===== src/rtl/rom_bus_responder_if.sv =====
// Backing-memory read port of the ROM bus responder.
// One request in flight; mem_valid_in pulses once per mem_req_out.
interface rom_bus_responder_if;
    logic [15:0] mem_addr_out;
    logic        mem_req_out;
    logic [7:0]  mem_data_in;
    logic        mem_valid_in;

    modport master (
        output mem_addr_out,
        output mem_req_out,
        input  mem_data_in,
        input  mem_valid_in
    );

    modport slave (
        input  mem_addr_out,
        input  mem_req_out,
        output mem_data_in,
        output mem_valid_in
    );
endinterface


===== src/rtl/rom_bus_responder.sv =====
// Cartridge-side responder for the multiplexed 8-bit ROM bus.
// Latches the high byte, settles the low byte, fetches and presents data.
module rom_bus_responder #(
    parameter int unsigned TOTAL_ADDRESSES = 65536,
    parameter int unsigned SETTLE_CYCLES   = 2,
    parameter logic [7:0]  FILL_BYTE       = 8'hFF
) (
    input  logic                       clk_in,
    input  logic                       rst_in,
    input  logic [7:0]                 bus_addr_in,
    input  logic                       bus_latcher_in,
    output logic [7:0]                 bus_data_out,
    rom_bus_responder_if.master        mem,
    output logic [7:0]                 addr_high_out,
    output logic                       busy_out,
    output logic [15:0]                read_count_out
);

    localparam logic [16:0] TOTAL  = 17'(TOTAL_ADDRESSES);
    localparam logic [3:0]  SETTLE = 4'(SETTLE_CYCLES);

    typedef enum logic [1:0] {
        S_IDLE,
        S_SETTLE,
        S_REQUEST,
        S_WAIT
    } state_t;

    state_t      state;
    logic [7:0]  addr_s1;
    logic [7:0]  addr_s2;
    logic [7:0]  addr_d;
    logic        lat_s1;
    logic        lat_s2;
    logic        lat_d;
    logic [3:0]  cnt;
    logic        dirty;
    logic [15:0] last_addr;
    logic        last_valid;

    logic        latch_ev;
    logic        addr_chg;
    logic        bus_evt;
    logic [15:0] full_addr;
    logic        out_of_range;
    logic        same_as_last;

    assign latch_ev     = lat_s2 & ~lat_d;
    assign addr_chg     = (addr_s2 != addr_d) & ~lat_s2;
    assign bus_evt      = latch_ev | addr_chg;
    assign full_addr    = {addr_high_out, addr_s2};
    assign out_of_range = {1'b0, full_addr} >= TOTAL;
    assign same_as_last = last_valid && (full_addr == last_addr);

    always_ff @(posedge clk_in) begin
        if (rst_in) begin
            state            <= S_IDLE;
            addr_s1          <= '0;
            addr_s2          <= '0;
            addr_d           <= '0;
            lat_s1           <= 1'b0;
            lat_s2           <= 1'b0;
            lat_d            <= 1'b0;
            cnt              <= '0;
            dirty            <= 1'b0;
            last_addr        <= '0;
            last_valid       <= 1'b0;
            bus_data_out     <= FILL_BYTE;
            mem.mem_addr_out <= '0;
            mem.mem_req_out  <= 1'b0;
            addr_high_out    <= '0;
            busy_out         <= 1'b0;
            read_count_out   <= '0;
        end else begin
            addr_s1         <= bus_addr_in;
            addr_s2         <= addr_s1;
            addr_d          <= addr_s2;
            lat_s1          <= bus_latcher_in;
            lat_s2          <= lat_s1;
            lat_d           <= lat_s2;
            mem.mem_req_out <= 1'b0;

            if (latch_ev) begin
                addr_high_out <= addr_s2;
            end

            unique case (state)
                S_IDLE: begin
                    if (bus_evt) begin
                        cnt      <= '0;
                        state    <= S_SETTLE;
                        busy_out <= 1'b1;
                    end
                end

                S_SETTLE: begin
                    if (bus_evt) begin
                        cnt <= '0;
                    end else if (cnt == SETTLE) begin
                        if (out_of_range) begin
                            bus_data_out   <= FILL_BYTE;
                            read_count_out <= read_count_out + 16'd1;
                            last_valid     <= 1'b0;
                            state          <= S_IDLE;
                            busy_out       <= 1'b0;
                        end else if (same_as_last) begin
                            state    <= S_IDLE;
                            busy_out <= 1'b0;
                        end else begin
                            mem.mem_req_out  <= 1'b1;
                            mem.mem_addr_out <= full_addr;
                            dirty            <= 1'b0;
                            state            <= S_REQUEST;
                        end
                    end else if (!lat_s2) begin
                        cnt <= cnt + 4'd1;
                    end
                end

                // Bus activity seen from here on poisons the fetched byte.
                S_REQUEST: begin
                    dirty <= bus_evt;
                    state <= S_WAIT;
                end

                S_WAIT: begin
                    if (mem.mem_valid_in) begin
                        dirty <= 1'b0;
                        if (dirty || bus_evt) begin
                            cnt   <= '0;
                            state <= S_SETTLE;
                        end else begin
                            bus_data_out   <= mem.mem_data_in;
                            last_addr      <= mem.mem_addr_out;
                            last_valid     <= 1'b1;
                            read_count_out <= read_count_out + 16'd1;
                            state          <= S_IDLE;
                            busy_out       <= 1'b0;
                        end
                    end else if (bus_evt) begin
                        dirty <= 1'b1;
                    end
                end

                default: begin
                    state    <= S_IDLE;
                    busy_out <= 1'b0;
                end
            endcase
        end
    end

endmodule


===== src/flat_wrapper.sv =====
// flat-port wrapper written by rule: the top's interface ports become plain ports
module rom_bus_responder_flat 
#(
    parameter int unsigned TOTAL_ADDRESSES = 65536,
    parameter int unsigned SETTLE_CYCLES   = 2,
    parameter logic [7:0]  FILL_BYTE       = 8'hFF
)
  (clk_in, rst_in, bus_addr_in, bus_latcher_in, bus_data_out, addr_high_out, busy_out, read_count_out, mem_mem_addr_out, mem_mem_req_out, mem_mem_data_in, mem_mem_valid_in);
  rom_bus_responder_if mem_i ();
  input  logic clk_in;
  input  logic rst_in;
  input  logic [7:0] bus_addr_in;
  input  logic bus_latcher_in;
  output logic [7:0] bus_data_out;
  output logic [7:0] addr_high_out;
  output logic busy_out;
  output logic [15:0] read_count_out;
  output wire logic [$bits(mem_i.mem_addr_out)-1:0] mem_mem_addr_out;
  output wire logic [$bits(mem_i.mem_req_out)-1:0] mem_mem_req_out;
  input wire logic [$bits(mem_i.mem_data_in)-1:0] mem_mem_data_in;
  input wire logic [$bits(mem_i.mem_valid_in)-1:0] mem_mem_valid_in;
  assign mem_mem_addr_out = mem_i.mem_addr_out;
  assign mem_mem_req_out = mem_i.mem_req_out;
  assign mem_i.mem_data_in = mem_mem_data_in;
  assign mem_i.mem_valid_in = mem_mem_valid_in;
  rom_bus_responder #(.TOTAL_ADDRESSES(TOTAL_ADDRESSES), .SETTLE_CYCLES(SETTLE_CYCLES), .FILL_BYTE(FILL_BYTE)) u_core (.clk_in(clk_in), .rst_in(rst_in), .bus_addr_in(bus_addr_in), .bus_latcher_in(bus_latcher_in), .bus_data_out(bus_data_out), .mem(mem_i), .addr_high_out(addr_high_out), .busy_out(busy_out), .read_count_out(read_count_out));
endmodule

===== config.mk =====
export PLATFORM = sky130hd
export DESIGN_NAME = rom_bus_responder_flat
export DESIGN_NICKNAME = d
export VERILOG_FILES = /design/src/rtl/rom_bus_responder_if.sv /design/src/rtl/rom_bus_responder.sv /design/src/flat_wrapper.sv
export SDC_FILE = /design/constraint.sdc
export NUM_CORES = 1
export LEC_CHECK = 0
export ABC_AREA = 1
export CAP_MARGIN = 40
export CORE_MARGIN = 4
export CORE_UTILIZATION = 45
export DETAILED_ROUTE_END_ITERATION = 6
export PLACE_DENSITY_LB_ADDON = 0.1
export RECOVER_POWER = 50
export SYNTH_ARGS = -nofsm -noshare
export SYNTH_HDL_FRONTEND = slang
export SYNTH_SLANG_ARGS = --single-unit

===== constraint.sdc =====
create_clock -name clk_in -period 1.7 [get_ports clk_in]
set_input_delay 0.17 -clock clk_in [delete_from_list [all_inputs] [get_ports clk_in]]
set_output_delay 0.17 -clock clk_in [all_outputs]
set_load 0.005 [all_outputs]

======== Word level (Yosys, flattened, before mapping) ========
Cells that the tools add are included.
word-level totals
  bits in registers ....................... 101
  bits in latches ......................... 0
  RAM bits ................................ 0
  ROM bits ................................ 0
  input bits .............................. 20
  word-level logic and storage cells ...... 85
  memories kept ........................... 0
cells by class
  $add $sub $neg .......................... 2
  multipliers ............................. 0
  div/mod/pow operators ................... 0
  magnitude comparators ................... 0
  equality and inequality tests ........... 17
  shifts and indexed selects .............. 0
  mux-type cells .......................... 27
  bitwise operators ....................... 10
  reductions and logical operators ........ 12
operators by type and width
  operator                 count
  $mux W4                  6
  $add A16 B1 Y16 const B  1
  $eq A16 B16 Y1           1
  $mux W1                  12
  $pmux W4 S3              1
  $mux W2                  5
  $ne A2 B1 Y1 const B     4
  $ne A2 B2 Y1 const B     4
  $ne A8 B8 Y1             1
  $pmux W2 S4              1
  $reduce_and A4 Y1        2
  $not A1 Y1               7
  $reduce_and A7 Y1        1
  $ne A3 B2 Y1 const B     2
  $pmux W1 S3              2
  $reduce_and A6 Y1        1
  $reduce_bool A3 Y1       2
  $reduce_and A5 Y1        1
  $add A4 B1 Y4 const B    1
  $eq A2 B2 Y1 const B     2
  $eq A4 B2 Y1 const B     1
  $reduce_or A4 Y1         1
  $ne A3 B3 Y1 const B     1
  $reduce_and A3 Y1        1
  other kinds (6)          7

======== Depth between registers and ports, before layout ========
Gate-level depths: netlist of run 1.
  word-level depth ........................ 7
  mapped depth ............................ 15
  depth with buffers taken out ............ 15

======== Worst setup path before layout of run 1 ========
OpenSTA, ideal clock, no wires.
  path kind ............................... register to register
  start ................................... register u_core.addr_s2[0]
  end ..................................... register u_core.mem.mem_addr_out[14]
  setup time .............................. 113 ps
  arrival ................................. 1564 ps
  setup slack ............................. 23 ps
  stages on the path, launching flop included .. 12
  buffers on the path ..................... 1
  path through ............................ dfxtp_1 -> xnor2_1 -> nand2_1 -> nor2_2 -> nand2_2 -> nand2_4 -> nand2_2 -> nor3_4 -> inv_4 -> buf_8 -> nor2_2 -> nor2_1
on the way
  word-level cells in the longest chain between the ends .. 5
  elaborated cells on any way between the ends .. 8
ends and longest elaborated chain
  item                             line                        RTL
  from (decl)                      rom_bus_responder.sv:31     logic [7:0] addr_s2;
  from (signal assigned)           rom_bus_responder.sv:76     addr_s2 <= addr_s1;
  $ne A8 B8 Y1                     rom_bus_responder.sv:49     assign addr_chg = (addr_s2 != addr_d) & ~lat_s2;
  $and A1 B1 Y1                    rom_bus_responder.sv:49
  $or A1 B1 Y1                     rom_bus_responder.sv:50     assign bus_evt = latch_ev | addr_chg;
  $not A1 Y1 (no line)             n/a
  $reduce_and A4 Y1 (no line) (*)  n/a
  to (signal assigned)             rom_bus_responder.sv:111    mem.mem_addr_out <= full_addr;
  to (decl)                        rom_bus_responder_if.sv:10  output mem_addr_out,
Mark *: on every way between the ends. The rest lies on a longest branch, timed or not.
A chain may end at the register's enable or synchronous reset.

======== Worst setup path in the final report of run 1 ========
  start ................................... register u_core.addr_s2[1]
  end ..................................... register u_core.last_addr[7]
on the way
  word-level cells in the longest chain between the ends .. 6
ends and longest elaborated chain
  item                         line                      RTL
  $ne A8 B8 Y1                 rom_bus_responder.sv:49
  $and A1 B1 Y1                rom_bus_responder.sv:49
  $or A1 B1 Y1                 rom_bus_responder.sv:50
  $logic_or A1 B1 Y1           rom_bus_responder.sv:129  if (dirty || bus_evt) begin
  $not A1 Y1 (no line)         n/a
  $reduce_and A3 Y1 (no line)  n/a
  to (signal assigned)         rom_bus_responder.sv:134  last_addr <= mem.mem_addr_out;
  to (decl)                    rom_bus_responder.sv:38   logic [15:0] last_addr;
Every way passes these cells.

==> flow_summary.toml, run 1 <==
[global_routing]
antenna_found_initial = 0
grt.total_usage = 0.200
grt_max_degree = 63
overflow = 0
grt_pass1_vias = 3906
grt_pass1_wl_um = 18100

[floorplan]
rows = 35
fp.coreArea_um2 = 9240
io_pins = 70
die_x_um = 105
die_h_um = 105
dieArea_um2 = 11100
initial_core_util = 0.460

[clock_network]
root_buffer = "clkbuf_8"
cts_num_sinks = 101
clk_latency_ps = 360
cts_hold_buffers = 0
numCtsBuffers = 9
cts.clk_slew.worst_paths_ps = 100
cts_htree_levels = 3
tritoncts = "done"
clock_path_buffers = 2

[logic_synthesis]
seq_area_frac_synth = 0.476
synthCells = 580
yosys_warnings = 0
synth_nets = 603
synth_top_area_cell = "dfxtp_1"
ys_types = 33
synth_seq_cells = 101
synth_top_area_frac = 0.476
syn_area_per_cell_um2 = 7.33
netlist_area_um2 = 4250
synth_area_leaders = "dfxtp_1, nor2_1, nand2_1"

[worst_setup_path]
r2r-start = "u_core.addr_s2[1]$_SDFF_PP0_"
end_kind = "register"
rr_worst_depth = 14
critical_path_arrival_ps = 2050
setup.worst_path.class = "register to register"
cp.required_ps = 1960
worst-path-max-fanout = 8
start_kind = "register"
r2r-end = "u_core.last_addr[7]$_SDFFE_PP0P_"
ff2ff_setup_slack_ps = -80

[routing]
num_vias = 4003
drtIter0Drc = 147
via_per_inst = 4.81
drt_wl_total_um = 11100
drtPass1Iterations = 5
routedWlPerCell_um = 13.3
post-route-drc-count = 0
drtAntennaViolNets = 0

[placement]
gp_congestion = 0.889
dp_slack_ps = -228
dp.cells = 800
dp_hpwl_um = 7330
post_dp_cell_area_um2 = 5410
numPortBuffers = 69

[timing]
rsz0062_at_grt = "true"
drv_slew = 0
slew_headroom = 0.660
post-route-min-period_ps = 1780
finalWorstSetupSlack_ps = -82.3
timing.final.crit_share = 1.05
setup_viol = 62
tightest_slew_ps = 506
skew_ps = 6.65
hold_violations = 0
timing.fmax_mhz = 561

[cells_and_area]
nets = 722
finalInstanceArea_um2 = 6160
layout-drive-gt1-share = 0.253
n_antenna_cell = 0
area_growth_pct = 45.0
fill_cells = 792
utilization = 0.667
fin_cells = 833

[flow_run]
cap_violations = 0

[min_path]
min_path_cells = 3
hold_class = "input port to register"
holdPathEnd = "u_core.addr_s1[3]$_SDFF_PP0_"
hp-start = "bus_addr_in[3]"

[run_status]
status = "finished with violations"
violations = "negative setup slack"

[pwr]
worst_ir_drop_vdd_mv = 0.394
power.total_uw = 4560
powerDensity_nw_per_um2 = 741
p_leak_uw = 0.00261
## cell usage after synthesis
| library cell | instances |
|---|---|
| inv_1 | 65 |
| inv_2 | 3 |
| a21oi_1 | 29 |
| nor3_4 | 1 |
| o21a_1 | 1 |
| clkbuf_1 | 9 |
| xor2_1 | 6 |
| xnor2_1 | 16 |
| buf_2 | 6 |
| nor2_1 | 117 |
| o21ai_0 | 37 |
| a21oi_4 | 1 |
| nor3_1 | 8 |
| nand4_1 | 4 |
| o21ai_1 | 10 |
| or2_2 | 2 |
| nand4_2 | 1 |
| buf_1 | 3 |
| clkinv_1 | 1 |
| nand2_4 | 1 |
| a31oi_1 | 1 |
| nand2_2 | 2 |
| buf_8 | 1 |
| dfxtp_1 | 101 |
| nand3b_1 | 1 |
| nor2_2 | 10 |
| nand3_1 | 32 |
| nor2_4 | 2 |
| nor4_1 | 1 |
| nand2_1 | 102 |
| buf_6 | 2 |
| inv_4 | 1 |
| ha_1 | 3 |
## metrics by stage
step                      hold WS [ps]  TNS, ps
final                              303    -2650
after global placement             393    -5200
after detailed placement           397    -6100
after global routing               291   -10330
after CTS                          292    -2640
after floorplan                    277        0
## worst max-delay path by stage
stage | start | to | cells past startpoint
floorplan | u_core.addr_s2[0]$_SDFF_PP0_ | u_core.mem.mem_addr_out[14]$_SDFFE_PP0P_ | 11
global placement | u_core.addr_s2[3]$_SDFF_PP0_ | u_core.mem.mem_addr_out[6]$_SDFFE_PP0P_ | 13
detailed placement | u_core.addr_s2[3]$_SDFF_PP0_ | u_core.mem.mem_addr_out[6]$_SDFFE_PP0P_ | 12
CTS | u_core.addr_s2[3]$_SDFF_PP0_ | u_core.last_addr[13]$_SDFFE_PP0P_ | 12
global route | u_core.addr_s2[1]$_SDFF_PP0_ | u_core.last_addr[10]$_SDFFE_PP0P_ | 13
finish | u_core.addr_s2[1]$_SDFF_PP0_ | u_core.last_addr[7]$_SDFFE_PP0P_ | 14
## power breakdown
part | switching [uW] | internal [uW] | total, uW | leakage, uW
clock network | 902 | 572 | 1470 | 0.0000982
registers | 50.5 | 2430 | 2480 | 0.000825
logic | 318 | 291 | 608 | 0.00169
## metal layers
layer / up-vias / track usage / wire length (um)
li1: 2052 / - / -
met1: 1812 / 0.243 / 4680
met2: 128 / 0.352 / 5560
met3: 11 / 0.0445 / 721
met4: 0 / 0.0581 / 89
met5: - / 0 / 0
## registers in the layout (all words and copies together), names as in the netlist, 4 cells and up, named ones only
register                 cells
u_core.mem.mem_addr_out     16
u_core.addr_d                8
u_core.bus_data_out          8
u_core.addr_high_out         8
u_core.last_addr            16
u_core.cnt                   4
u_core.addr_s1               8
u_core.addr_s2               8
u_core.read_count_out       16
## placed cells by master, fill, tap and decap left out, drive strengths merged
master,synthesis,routed
nand4,5,5
ha,3,3
o21ai,47,47
nor2,129,129
inv,69,73
clkinv,1,4
a31oi,1,1
a21oi,30,30
nor3,9,9
or2,2,2
dfxtp,101,101
xor2,6,6
clkbuf,9,13
nand3,32,32
nand3b,1,1
dlygate4sd3,0,9
nand2,105,105
nor4,1,1
clkdlybuf4s50,0,60
buf,12,56
xnor2,16,16
o21a,1,1
## cell families after synthesis
family | share of synthesized area
AOI/OAI and AO/OA | 0.0965
xor gates and xnor gates | 0.0453
adders and majority gates | 0.00883
buffers and inverters | 0.0889
DFF | 0.476
and+or+nand+nor | 0.285
## what timing repair did
item / CTS / global route
gates resized for setup: 60 / 62
cloned: 2 / 3
pin swaps: 14 / 26
endpoints found under the setup margin: 64 / 66
buffers inserted: 11 / 3
## critical path, cell delays in order (launching register included)
cell and delay [ps]:
dfxtp_2 360, inv_2 90, nand2_2 50, nand2_1 50, nand2_1 60, nor2_2 100, nand2_2 70, nand2_4 60
buf_6 110, nand4_4 90, nor2_4 200, inv_4 90, buf_12 150, o21ai_2 130, a21oi_1 50
## cell type report
type | count | area [um^2] | area share
Multi-Input combinational cell | 388 | 2140 | 0.347
Tap cell | 129 | 161 | 0.0262
Timing Repair Buffer | 129 | 1370 | 0.221
Clock buffer | 9 | 124 | 0.0201
Sequential cell | 101 | 2040 | 0.331
Inverter | 70 | 270 | 0.0438
Clock inverter | 7 | 66.3 | 0.0108
(Power assumes the default switching activity.)
==> run 2: changes to the inputs <==
==> constraint.sdc (replaced) <==
create_clock -name clk_in -period 1.55 [get_ports clk_in]
set_input_delay 0.155 -clock clk_in [delete_from_list [all_inputs] [get_ports clk_in]]
set_output_delay 0.155 -clock clk_in [all_outputs]
set_load 0.005 [all_outputs]
==> run 2 against run 1 <==
Fmax increased by 1.6%. The flow still finishes with violations (negative setup slack). Clock power up 7%. Power rose by 8.2%. Via count shrank 0.65%. Die area stayed put. Sequential share of layout area rose by 1.1 points. Core utilization fell by 1.8 points. First-iteration DRC count down 12%. Flip-flop and latch count stayed put.
==> flow_summary.toml, run 2 (synthesized netlist as in run 1, its figures left out) <==
[run_status]
status = "finished with violations"
violations = "negative setup slack"

[timing]
drv_slew = 0
hold_violations = 0
rsz0062_at_grt = "true"
slew_headroom = 0.653
whs_ps = 295
finalWorstSetupSlack_ps = -203
post-route-min-period_ps = 1750
skew_ps = 10.5
setup_viol = 65
timing.final.crit_share = 1.13
timing.fmax_mhz = 570
tightest_slew_ps = 521

[placement]
dp.cells = 805
numPortBuffers = 69
post_dp_cell_area_um2 = 5420
dp_hpwl_um = 7160
dp_slack_ps = -227
gp_congestion = 0.900

[cells_and_area]
fin_cells = 835
utilization = 0.649
reg_top3 = "u_core.last_addr x16, u_core.mem.mem_addr_out x16, u_core.read_count_out x16"
fill_cells = 827
nets = 724
area_growth_pct = 41.0
layout.cells.most_common = "nor2_1"
final_cell_mix = "nor2_1, nand2_1, dfxtp_1, clkdlybuf4s50_1, inv_1"
finalInstanceArea_um2 = 5990
n_antenna_cell = 0
layout-drive-gt1-share = 0.234

[global_routing]
antenna_found_initial = 0
grt_pass1_wl_um = 17900
grt.total_usage = 0.198
grt_max_degree = 63
overflow = 0
grt_pass1_vias = 3762

[floorplan]
io_pins = 70
rows = 35
fp.coreArea_um2 = 9240
die_x_um = 105
initial_core_util = 0.460
die_h_um = 105
dieArea_um2 = 11100

[clock_network]
cts_htree_levels = 3
numCtsBuffers = 9
cts_num_sinks = 101
cts_hold_buffers = 0
clock_path_buffers = 2
tritoncts = "done"
root_buffer = "clkbuf_8"
cts.clk_slew.worst_paths_ps = 100
clk_latency_ps = 360

[routing]
drtAntennaViolNets = 0
post-route-drc-count = 0
num_vias = 3977
via_per_inst = 4.76
drt_wl_total_um = 10600
drtPass1Iterations = 4
drtIter0Drc = 130
routedWlPerCell_um = 12.7

[worst_setup_path]
critPathMaxStageDelay_ps = 370
setup.worst_path.class = "register to register"
start_kind = "register"
cp.required_ps = 1840
path_cells = "inv_4, nand2_1, nand2_1, nand2_1, nor2_2, nand2_2, nand2_4, nand4_4, nor2_4, buf_4, buf_12, o21ai_0, nor2_1"
end_kind = "register"
critical_path_arrival_ps = 2050
slowest_stage = "dfxtp_4"
worst-path-max-fanout = 8
crit_top_cell = "nand2_1"

[flow_run]
cap_violations = 0

[pwr]
worst_ir_drop_vdd_mv = 0.444
powerDensity_nw_per_um2 = 824
p_leak_uw = 0.00257

[min_path]
hold_class = "input port to register"
-- run 2: path summary, 6_finish.rpt --
path         slack (ps)                                to  cells past startpoint                         start
max                -200  u_core.last_addr[4]$_SDFFE_PP0P_                     13  u_core.addr_s2[1]$_SDFF_PP0_
min                 290      u_core.addr_s1[7]$_SDFF_PP0_                      3                bus_addr_in[7]
max reg2reg        -200  u_core.last_addr[4]$_SDFFE_PP0P_                     13  u_core.addr_s2[1]$_SDFF_PP0_
min reg2reg         400      u_core.addr_s2[1]$_SDFF_PP0_                      2  u_core.addr_s1[1]$_SDFF_PP0_
-- run 2: final cells by class --
type / count / area, um^2 / area share
clock buffer: 9 / 124 / 0.0207
clock inverter: 7 / 58.8 / 0.00981
multi-input combinational: 388 / 2050 / 0.343
timing repair inverter: 2 / 17.5 / 0.00292
timing repair buffer: 129 / 1250 / 0.208
sequential: 101 / 2050 / 0.342
inverter: 70 / 282 / 0.0470
tap: 129 / 161 / 0.0269
-- run 2: repair_timing --
action / CTS / global route
setup buffers: 7 / 5
gates resized for setup: 47 / 56
gates cloned: 3 / 1
endpoints found under the setup margin: 67 / 73
pin swaps: 16 / 13
-- run 2: worst max-delay path, delay by kind of cell, from the launching register on --
kind	cells	cell delay (ps)
AND/OR/NAND/NOR	9	900
flip-flops	1	370
AO/OA/AOI/OAI	1	80
buffers and inverters	3	340
-- run 2: metal layers --
layer / part of all wire / track usage / vias to the layer above
met3: 0.049 / 0.0395 / 10
met2: 0.47 / 0.333 / 102
met1: 0.47 / 0.254 / 1816
li1: - / - / 2049
met5: 0 / 0 / -
met4: 0.011 / 0.0628 / 0
-- run 2: metrics by stage --
step / power, uW / setup TNS [ps]
after floorplan: 3080 / -488
after global placement: 3340 / -7620
after detailed placement: 3350 / -8520
after CTS: 4930 / -7430
after global routing: 5160 / -17390
final: 4940 / -9250
-- run 2: power by group --
part	switching, uW	internal (uW)	total [uW]
combinational	338	310	648
clock	963	607	1570
sequential	52.8	2670	2720
total	1350	3580	4940
==> run 3: changes to the inputs <==
--- a/config.mk
+++ b/config.mk
@@ -9,6 +9,7 @@
 export CAP_MARGIN = 40
 export CORE_MARGIN = 4
 export CORE_UTILIZATION = 45
+export CTS_CLUSTER_DIAMETER = 200
 export DETAILED_ROUTE_END_ITERATION = 6
 export PLACE_DENSITY_LB_ADDON = 0.1
 export RECOVER_POWER = 50
==> results of run 3 <==
Final layout, timing and power as in run 2 (identical DEF).
==> variant 1: new RTL, flow settings as in run 2 <==
The 4 states of `state_t` get a one-hot encoding in 4 bits.
--- a/src/rtl/rom_bus_responder.sv
+++ b/src/rtl/rom_bus_responder.sv
@@ -20,9 +20,9 @@
     localparam logic [3:0]  SETTLE = 4'(SETTLE_CYCLES);
 
-    typedef enum logic [1:0] {
-        S_IDLE,
-        S_SETTLE,
-        S_REQUEST,
-        S_WAIT
+    typedef enum logic [3:0] {
+        S_IDLE    = 4'b0001,
+        S_SETTLE  = 4'b0010,
+        S_REQUEST = 4'b0100,
+        S_WAIT    = 4'b1000
     } state_t;
 
Behaviour: same outputs for any inputs over 4 cycles, from zero or initial values and one cycle with rst_in high; so few cycles prove little.
==> variant 1 against run 2 <==
  * The run still ends with negative setup slack left
  * Via count is 9.0% higher
  * Core utilization is 0.28 points higher
  * Count of clock-buffer cells in the layout is 2 higher
  * Hold slack worse by 0.0050 ns
  * Wire length is 12% higher
  * Worst setup slack worse by 0.029 ns
  * Area after synthesis is 7.7% higher
  * Cell area is 6.7% higher
  * Fmax is 1.6% lower
  * Sequential cell count is 2 higher
  * Synthesized cell count is 9.5% higher
Power is not compared: it rests on default switching activity, and its combinational part moved more than twofold at a synthesized area within 25%.
==> variant 1: results (changes against run 2) <==
The number of global-route vias before repair was 4,167 (was 3,762). The cell with the largest stage delay on the worst path is sky130_fd_sc_hd__dfxtp_2 (was sky130_fd_sc_hd__dfxtp_4). Failing checks: negative setup slack (unchanged). Run status: finished with violations (unchanged).

The filler cell count in the final layout is 882 (was 827). The fraction of standard cell area in multi-input logic is 0.3595 (was 0.3426). The average wire per standard cell is 13.08 µm (was 12.75 µm). The destination of the critical timing path was u_core.mem.mem_addr_out[7]$_SDFFE_PP0P_ (was u_core.last_addr[4]$_SDFFE_PP0P_).

The final-layout worst hold slack is 0.2897 ns (was 0.2946 ns). The worst min-delay path endpoint is u_core.lat_s1$_SDFF_PP0_ (was u_core.addr_s1[7]$_SDFF_PP0_). The capturing point of the worst reg2reg path is u_core.mem.mem_addr_out[7]$_SDFFE_PP0P_ (was u_core.last_addr[4]$_SDFFE_PP0P_). The post-placement cell count is 883 (was 805). The proportion of cell area occupied by registers came out at 0.3271 (was 0.3422). The global-route wire length before repair came out at 19,710 µm (was 17,910 µm). The final critical-path setup slack came out at -0.2325 ns (was -0.2034 ns).

The largest incremental delay on the critical path is 0.35 ns (was 0.37 ns). The worst-case reg-to-reg path depth came out at 14 (was 13). The DRC marker count from the first detailed-route iteration came out at 140 (was 130). The wire length the detailed router placed on met1 came out at 5400 µm (was 4974 µm). The aggregate negative setup slack was -9.175 ns (was -9.249 ns). The final-stage net count is 793 (was 724). The clock latency of the later-clocked register in the worst-skew pair came to 0.38 ns (was 0.36 ns).

Cell types with the largest area share after synthesis: sky130_fd_sc_hd__dfxtp_1 45%, sky130_fd_sc_hd__nand2_1 11%, sky130_fd_sc_hd__nor2_1 8.8% (was sky130_fd_sc_hd__dfxtp_1 48%, sky130_fd_sc_hd__nor2_1 10%, sky130_fd_sc_hd__nand2_1 9.0%). The number of instances in the synthesized netlist came out at 635 (was 580). The global routing met2 resource utilization is 0.3508 (was 0.3329). The number of optimization iterations in the first detailed-route pass is 5 (was 4). The count of plain and timing-repair buffers in the layout came out at 145 (was 129). The normalized max-slew margin is 0.3563 (was 0.6529).

The final number of setup-violating endpoints is 67 (was 65). The net count after synthesis came out at 658 (was 603). The critical path data arrival time is 2.10 ns (was 2.05 ns).

The clock-cell share of area is 0.02876 (was 0.03048). The worst clock skew is 0.01400 ns (was 0.01045 ns).
[variant 1: changes by cell type after synthesis, moves of 7 or more]
cell and change:
sky130_fd_sc_hd__nand3_1 +17, sky130_fd_sc_hd__a21oi_1 +9, sky130_fd_sc_hd__nor2_1 -10, sky130_fd_sc_hd__inv_2 +7, sky130_fd_sc_hd__o21ai_0 -9, sky130_fd_sc_hd__nor3_1 +8, sky130_fd_sc_hd__nand2_1 +31, sky130_fd_sc_hd__o21ai_1 -10
[variant 1: logic make-up (layout without fill, tap and decap cells)]
| family | after synthesis | count (layout) | share of synthesized area |
|---|---|---|---|
| adders and majority gates | 3 | 3 | 0.008202 |
| DFF | 103 | 103 | 0.4505 |
| xor gates and xnor gates | 19 | 19 | 0.03636 |
| AOI/OAI and AO/OA | 71 | 71 | 0.08229 |
| and+or+nand+nor | 342 | 342 | 0.3365 |
| buffers and inverters | 97 | 237 | 0.08611 |
==> variant 2: new RTL, settings of run 2 <==
Without the edit above. `FILL_BYTE` is set to 8'hFF in 2 places; all go to 8'h7F.
--- a/src/rtl/rom_bus_responder.sv
+++ b/src/rtl/rom_bus_responder.sv
@@ -4,5 +4,5 @@
     parameter int unsigned TOTAL_ADDRESSES = 65536,
     parameter int unsigned SETTLE_CYCLES   = 2,
-    parameter logic [7:0]  FILL_BYTE       = 8'hFF
+    parameter logic [7:0]  FILL_BYTE       = 8'h7F
 ) (
     input  logic                       clk_in,
--- a/src/flat_wrapper.sv
+++ b/src/flat_wrapper.sv
@@ -4,5 +4,5 @@
     parameter int unsigned TOTAL_ADDRESSES = 65536,
     parameter int unsigned SETTLE_CYCLES   = 2,
-    parameter logic [7:0]  FILL_BYTE       = 8'hFF
+    parameter logic [7:0]  FILL_BYTE       = 8'h7F
 )
   (clk_in, rst_in, bus_addr_in, bus_latcher_in, bus_data_out, addr_high_out, busy_out, read_count_out, mem_mem_addr_out, mem_mem_req_out, mem_mem_data_in, mem_mem_valid_in);
Check against the original RTL: not equivalent (a bounded check fails within 4 cycles, from zero or initial values and one cycle with rst_in high).
==> variant 2 against run 2 <==
  * The run still ends with negative setup slack left
  * Combinational power rose by 4.5%
  * Sequential cell count is the same
  * Cell area decreased by 0.19%
  * Total power is 0.43% lower
  * Die area shrank 0.87%
  * Worst setup slack worse by 0.055 ns
  * Area after synthesis is 0.94% lower
  * First-iteration DRC count grew 56%
  * Via count increased by 1.3%
  * Wire length rose by 3.5%
  * Critical path depth unchanged
  * Core utilization is 0.19 points higher
==> variant 2: results (changes against run 2) <==
Commonest cells in the netlist: 123 x sky130_fd_sc_hd__nor2_1, 101 x sky130_fd_sc_hd__dfxtp_1, 101 x sky130_fd_sc_hd__nand2_1 (was 117 x sky130_fd_sc_hd__nor2_1, 102 x sky130_fd_sc_hd__nand2_1, 101 x sky130_fd_sc_hd__dfxtp_1). The final number of setup-violating endpoints is 66 (was 65). The sequential area share after synthesis came out at 0.4801 (was 0.4756).

The maximum vdd drop came out at 0.4340 mV (was 0.4437 mV). The combinational group share of total power came out at 0.138 (was 0.131). The peak fanout along the critical path came to 13 (was 8).

The number of global-route vias before repair is 3,878 (was 3,762). The maximum number of pins on one net before global-route repair is 51 (was 63). The HPWL reported at the end of detailed placement came out at 7413 µm (was 7158 µm).

The total setup buffers inserted after CTS is 9 (was 7). The final critical-path setup slack is -0.2583 ns (was -0.2034 ns). Failing checks: negative setup slack (unchanged). The placed cell area was 5468 µm² (was 5424 µm²). The post-synthesis average cell area is 7.261 µm² (was 7.330 µm²). Run status: finished with violations (unchanged). The total leakage power was 2.641 nW (was 2.566 nW). The post-placement cell count came out at 798 (was 805).

The DRC marker count from the first detailed-route iteration came out at 203 (was 130). The number of unique standard cell types used by synthesis came out at 31 (was 33). The aggregate negative setup slack was -12.05 ns (was -9.249 ns).

The final weighted congestion in routability-driven placement is 0.9020 (was 0.9000). The slew at the pin closest to its max-slew limit came out at 0.5605 ns (was 0.5207 ns). The wire length the detailed router placed on met1 is 5072 µm (was 4974 µm). The global-route wire length before repair is 18,100 µm (was 17,910 µm). The post-cts gate resize count came out at 25 (was 47). The share of cells above drive strength 1 came out at 0.2182 (was 0.2337). The number of vias per cell after detailed routing is 4.875 (was 4.763). The total routing usage reported by global routing is 0.2007 (was 0.1979).

The worst clock skew came out at 0.01344 ns (was 0.01045 ns). The final-stage net count is 733 (was 724). The largest incremental delay on the critical path is 0.35 ns (was 0.37 ns). The total wire length came out at 11,010 µm (was 10,640 µm). The critical path data arrival time came to 2.07 ns (was 2.05 ns).
[variant 2: cell types whose count changed after synthesis, moves of 2 or more]
cell	change
sky130_fd_sc_hd__nor2_4	-2
sky130_fd_sc_hd__nor2_1	+6
sky130_fd_sc_hd__buf_2	-3
sky130_fd_sc_hd__nor2_2	-2
sky130_fd_sc_hd__clkbuf_1	+2
[variant 2: final timing paths]
path / from / to / slack [ns] / cells past startpoint
setup reg to reg: u_core.addr_s2[1]$_SDFF_PP0_ / u_core.read_count_out[1]$_SDFFE_PP0P_ / -0.26 / 13
hold reg to reg: u_core.addr_s1[2]$_SDFF_PP0_ / u_core.addr_s2[2]$_SDFF_PP0_ / 0.40 / 2
hold / removal: bus_addr_in[4] / u_core.addr_s1[4]$_SDFF_PP0_ / 0.29 / 3
setup / recovery: u_core.addr_s2[1]$_SDFF_PP0_ / u_core.read_count_out[1]$_SDFFE_PP0P_ / -0.26 / 13
[variant 2: cell type report]
| cell class | instances | area [µm²] |
|---|---|---|
| clock buffers | 9 | 123.9 |
| clock inverters | 7 | 48.80 |
| fillers | 804 | 3214 |
| inverters | 70 | 272.8 |
| multi-input cells | 388 | 1977 |
| flip-flops and latches | 101 | 2046 |
| well taps | 111 | 138.9 |
| repair buffers | 140 | 1375 |
[variant 2: logic make-up (layout without fill, tap and decap cells)]
logic type	after synthesis	in the layout	share of synthesized area
AOI/OAI and AO/OA	80	80	0.09685
xor gates and xnor gates	22	22	0.04575
adders and majority gates	3	3	0.008914
buffers and inverters	91	226	0.08853
DFF	101	101	0.4801
and+or+nand+nor	283	283	0.2799
[variant 2: per-layer routing]
metal	GRT usage	vias to the layer above
met5	0	-
met4	0.06654	0
met3	0.03768	16
met2	0.3350	75
met1	0.2612	1870
li1	-	2066
